$ cat src/rtl/fetch_pkg.sv
`default_nettype none
// ============================================================================
// Module   : fetch_pkg
// Purpose  : Shared FSM state encoding and PC step constant for fetch_pc_unit.
// Revision : 1.0 - initial release
// ============================================================================
package fetch_pkg;

  localparam int unsigned PC_STEP = 4;

  typedef enum logic [1:0] {
    ST_BOOT = 2'd0,
    ST_RUN  = 2'd1,
    ST_HALT = 2'd2
  } fetch_state_e;

endpackage : fetch_pkg
`default_nettype wire

$ cat src/rtl/pc_reg.sv
`default_nettype none
// ============================================================================
// Module   : pc_reg
// Purpose  : Program counter register with load and wrapping +PC_STEP advance.
// Revision : 1.0 - initial release
// ============================================================================
module pc_reg
  import fetch_pkg::*;
#(
  parameter int                 ADDR_W   = 32,
  parameter logic [ADDR_W-1:0]  RESET_PC = '0
) (
  input  logic              clk,
  input  logic              rst,
  input  logic              i_load,
  input  logic [ADDR_W-1:0] i_target,
  input  logic              i_adv,
  output logic [ADDR_W-1:0] o_pc,
  output logic [ADDR_W-1:0] o_pc_plus4
);

  logic [ADDR_W-1:0] r_pc;
  logic [ADDR_W-1:0] w_pc_plus4;

  // Truncation to ADDR_W gives the modulo-2^ADDR_W wrap for free.
  assign w_pc_plus4 = r_pc + ADDR_W'(PC_STEP);

  always_ff @(posedge clk or negedge rst) begin
    if (!rst) begin
      r_pc <= RESET_PC;
    end else if (i_load) begin
      r_pc <= i_target;
    end else if (i_adv) begin
      r_pc <= w_pc_plus4;
    end
  end

  assign o_pc       = r_pc;
  assign o_pc_plus4 = w_pc_plus4;

endmodule : pc_reg
`default_nettype wire

$ cat src/rtl/fetch_pc_unit.sv
`default_nettype none
// ============================================================================
// Module   : fetch_pc_unit
// Purpose  : Fetch PC sequencer (BOOT/RUN/HALT) with stall, redirect, halt and
//            decode handshake. Optional target alignment check enabled by the
//            macro FETCH_PC_ALIGN_CHK_EN (adds sticky misalign_o).
// Revision : 1.0 - initial release
// ============================================================================
module fetch_pc_unit
  import fetch_pkg::*;
#(
  parameter int                ADDR_W   = 32,
  parameter int                IDX_W    = 6,
  parameter logic [ADDR_W-1:0] RESET_PC = '0
) (
  input  logic              clk,
  input  logic              rst,
  input  logic              stall_i,
  input  logic              redirect_i,
  input  logic [ADDR_W-1:0] target_i,
  input  logic              halt_i,
  input  logic              ready_i,
  output logic [ADDR_W-1:0] pc_o,
  output logic [IDX_W-1:0]  idx_o,
  output logic [ADDR_W-1:0] pc_plus4_o,
  output logic              valid_o,
  output logic              flush_o
`ifdef FETCH_PC_ALIGN_CHK_EN
 ,output logic              misalign_o
`endif
);

  fetch_state_e      r_state;
  fetch_state_e      w_state_nxt;
  logic              r_flush;
  logic              w_flush_nxt;
  logic              w_load;
  logic              w_adv;
  logic              w_aligned;
  logic [ADDR_W-1:0] w_target;
  logic              w_valid;

`ifdef FETCH_PC_ALIGN_CHK_EN
  logic r_misalign;
  logic w_mis_set;
  logic w_mis_clr;
  assign w_aligned = (target_i[1:0] == 2'b00);
  assign w_target  = target_i;
`else
  assign w_aligned = 1'b1;
  assign w_target  = target_i & ~ADDR_W'(2'b11);
`endif

  // The cycle after an accepted redirect is the bubble: flush pulses, no fetch.
  assign w_valid = (r_state == ST_RUN) && !r_flush;

  always_comb begin
    w_state_nxt = r_state;
    w_flush_nxt = 1'b0;
    w_load      = 1'b0;
    w_adv       = 1'b0;
`ifdef FETCH_PC_ALIGN_CHK_EN
    w_mis_set   = 1'b0;
    w_mis_clr   = 1'b0;
`endif
    unique case (r_state)
      ST_BOOT: w_state_nxt = ST_RUN;
      ST_RUN, ST_HALT: begin
        if (redirect_i) begin
          if (w_aligned) begin
            w_load      = 1'b1;
            w_flush_nxt = 1'b1;
            w_state_nxt = ST_RUN;
`ifdef FETCH_PC_ALIGN_CHK_EN
            w_mis_clr   = 1'b1;
`endif
          end else begin
            w_state_nxt = ST_HALT;
`ifdef FETCH_PC_ALIGN_CHK_EN
            w_mis_set   = 1'b1;
`endif
          end
        end else if (r_state == ST_RUN) begin
          if (halt_i) begin
            w_state_nxt = ST_HALT;
          end else if (!stall_i && w_valid && ready_i) begin
            w_adv = 1'b1;
          end
        end
      end
      default: w_state_nxt = ST_BOOT;
    endcase
  end

  always_ff @(posedge clk or negedge rst) begin
    if (!rst) begin
      r_state <= ST_BOOT;
      r_flush <= 1'b0;
    end else begin
      r_state <= w_state_nxt;
      r_flush <= w_flush_nxt;
    end
  end

`ifdef FETCH_PC_ALIGN_CHK_EN
  always_ff @(posedge clk or negedge rst) begin
    if (!rst) begin
      r_misalign <= 1'b0;
    end else if (w_mis_set) begin
      r_misalign <= 1'b1;
    end else if (w_mis_clr) begin
      r_misalign <= 1'b0;
    end
  end
  assign misalign_o = r_misalign;
`endif

  pc_reg #(
    .ADDR_W   (ADDR_W),
    .RESET_PC (RESET_PC)
  ) u_pc_reg (
    .clk        (clk),
    .rst        (rst),
    .i_load     (w_load),
    .i_target   (w_target),
    .i_adv      (w_adv),
    .o_pc       (pc_o),
    .o_pc_plus4 (pc_plus4_o)
  );

  assign idx_o   = pc_o[IDX_W+1:2];
  assign valid_o = w_valid;
  assign flush_o = r_flush;

endmodule : fetch_pc_unit
`default_nettype wire

$ cat config.mk
export PLATFORM = sky130hd
export DESIGN_NAME = fetch_pc_unit
export DESIGN_NICKNAME = d
export VERILOG_FILES = /design/src/rtl/fetch_pkg.sv /design/src/rtl/pc_reg.sv /design/src/rtl/fetch_pc_unit.sv
export SDC_FILE = /design/constraint.sdc
export NUM_CORES = 1
export LEC_CHECK = 0
export CAP_MARGIN = 20
export CORE_UTILIZATION = 43
export DETAILED_ROUTE_END_ITERATION = 8
export HOLD_SLACK_MARGIN = 0.1
export PLACE_DENSITY = 0.81
export SYNTH_ARGS = -nofsm -noshare
export SYNTH_HDL_FRONTEND = slang
export SYNTH_HIERARCHICAL = 1
export SYNTH_SLANG_ARGS = --single-unit
export TNS_END_PERCENT = 10
$ cat constraint.sdc
create_clock -name clk -period 3.4 [get_ports clk]
set_input_delay 0.51 -clock clk [delete_from_list [all_inputs] [get_ports clk]]
set_output_delay 0.51 -clock clk [all_outputs]
set_load 0.01 [all_outputs]
==> out/summary.txt <==
Final setup viols: 0
die span in y: 80.13 um
via count: 2747
mux contribution to synthesized area: 2.097%
CP required: 2890 ps
setup TNS: 0 ps
layout cells sized above 1: 7.056%
initial core utilization: 44.34%
Reg-to-Reg Start: r_state[0]$_DFFE_PN0P_
synth-to-layout area growth: 45.33%
Max VDD drop: 0.5443 mV
H-tree Lvls: 2
Buf/Inv on CP: 2
post-synthesis register bit count: 35
cell total after placement: 478
critical path cell sequence: ha_1 > and3_1 > buf_4 > nand3_1 > nor2_1 > xor2_1 > clkdlybuf4s50_1
Pre-antenna DRT Iters: 5
max frequency: 316.1 MHz
proportion of synthesized chip area in sequential cells: 33.37%
final wirelength: 7698 um
Distinct cells, synth: 43
core area: 5921 um^2
DRC: 0
Worst Skew: 6.188 ps
routability congestion estimate from global placement: 0.9414
Post-DRT Antenna Nets: 0
most frequent cells after synthesis: dfrtp_1 (35), nand2_1 (33), xnor2_1 (27)
nets@finish: 452
Slowest-stage cell, CP: clkdlybuf4s50_1
max-cap viol count: 0
period utilization: 93.05%
first-pass GRT wire length: 12080 um
synth top area cells: dfrtp_1 (33%), xnor2_1 (9.0%), xor2_1 (5.0%), nand2_1 (4.7%), nand4_1 (4.1%)
Synthesis Warnings: 6
largest family of logic cells by synthesized area: simple AND/OR/NAND/NOR gates
io pins: 110
setup slack, reg-to-reg: 530 ps
CTS clk-pin slew, worst paths: 70 ps
slowest stage delay, CP: 550 ps
Fillers: 516
vias in the first global route: 2681
full die area: 6421 um^2
final setup margin: 236.4 ps
startpoint types: register
# clock sinks: 35
top_reg_cell synth: dfrtp_1
Synth Area in Adders: 1.907%
hold_ws: 313.9 ps
asr flop ratio synth: 100.0%
Avg WL per Cell: 15.84 um
Port Buffer Count: 107
outcome: finished clean
DP Worst Slack: 362.2 ps
Crit path max-delay family: buffers and inverters
final std cells w/o fill: 486
Via density: 5.652
WS Path Type: register to primary output
total grt overflow: 0
Syn Std Cell Area: 2625 um^2
cts hold-fix bufs: 0
PwrDens: 871.9 nW/um^2
ANT cells: 0
Arr. time, crit path: 2650 ps
die width: 80.13 um
post-synthesis simple-gate area fraction: 30.08%
Worst Tran Pin Value: 824.1 ps
XOR/XNOR share of the synthesized area: 14.01%
most frequent cell after synthesis: dfrtp_1
max_slew headroom: 45.06%
largest net degree at the start of global routing: 36
unrepaired setup endpoints after global routing: no
Root Driver: clkbuf_8
post-synth top area share: 33.37%
Syn Area/Cell: 8.360 um^2
Worst setup EP type: primary output
Final Hold Fails: 0
initial antenna violation count: 0
complex-gate fraction of the synthesized area: 11.44%
final core occ: 64.43%
critical-path maximum fanout: 9
Synth Instances: 314
Total Routing Usage GR: 24.61%
Setup Buffers After CTS: 0
later-pin clock latency in the skew report: 290 ps
clk buf depth: 2
CTS tree: done
Cell Rows: 28
largest area contributor in the netlist: dfrtp_1
number of synthesized flops with an enable pin: 0
minimum clock period: 3164 ps
CTS resizes: 0
leakage: 1.399 nW
Hold Crit Class: input port to async pin
placed wire-length estimate: 5587 um
CP startpoint: u_pc_reg/o_pc[2]$_DFFE_PN0N_
CTS Buf Count: 5
max-slew violations: 0
drt first-iter violations: 187
-- kinds of logic after synthesis --
group | after synthesis
AOI/OAI and AO/OA | 46
and+or+nand+nor | 143
buffers and inverters | 38
adders and majority gates | 4
DFF | 35
xor gates and xnor gates | 42
muxes | 5
other | 1
-- worst reg2reg max path, stage by stage (launching register included) --
cell and delay [ps]:
dfrtp_1 400, inv_1 70, ha_1 330, nor2b_4 190, and4_2 290, buf_4 250
nand4_1 150, or4_1 530, or4_1 410, a31oi_1 170
-- layout make-up --
type,count,area [um^2],area share [%]
multi-input cells,242,1570,41.16
repair buffers,117,1141,29.91
flip-flops and latches,35,875.8,22.96
clock buffers,8,100.1,2.624
well taps,75,93.84,2.460
inverters,9,33.78,0.8855
-- state kept, by name, indices dropped and copies added (netlist names) --
signal	cells
u_pc_reg/o_pc	32
flush_o	1
r_state	2
-- final timing paths --
kind | endpoint | cells after the start
setup reg to reg | u_pc_reg/o_pc[29]$_DFFE_PN0N_ | 9
max in group asynchronous | u_pc_reg/o_pc[9]$_DFFE_PN0N_ | 1
hold reg to reg | u_pc_reg/o_pc[1]$_DFFE_PN0P_ | 1
hold / removal | r_state[1]$_DFFE_PN0P_ | 1
min in group clk | u_pc_reg/o_pc[1]$_DFFE_PN0P_ | 1
setup / recovery | pc_plus4_o[18] | 7
-- stage by stage --
step	area, um^2	power, mW
3_5_place_dp	3715	2.989
2_1_floorplan	2629	1.952
6_report	3815	3.326
4_1_cts	3815	3.337
5_1_grt	3815	3.556
3_3_place_gp	3715	2.931
-- where the power goes --
part           internal, mW  total, mW  leakage (nW)  switching (mW)
clock                 0.185      0.335        0.0515           0.150
sequential            0.616      0.964         0.412           0.348
combinational          1.14       2.03         0.935           0.882
-- placed cells by master (no fill, tap or decap), types with 2 or more instances in the layout --
cell type	count
clkdlybuf4s50_1	106
dfrtp_1	35
nand2_1	33
xnor2_1	27
nor2_1	24
nand3_1	19
nand4_1	17
o21ai_0	16
xor2_1	15
a31oi_1	13
or4_1	12
buf_4	10
inv_1	8
and4_1	8
clkbuf_8	7
o31ai_1	7
nor4_1	6
nor3_1	5
ha_1	4
and3_1	4
mux2_2	4
or3_1	3
o31a_1	3
and2_1	2
nand3b_1	2
nand2b_1	2
conb_1	2
-- routing by layer --
layer	global-route usage (%)	part of all wire [%]	vias to the layer above
met5	0	0	-
met4	10.18	1.6	0
met3	2.955	6.6	15
met2	42.82	49	123
met1	30.70	42	1292
li1	-	-	1317
No activity file was read; power rests on OpenSTA's default activity.
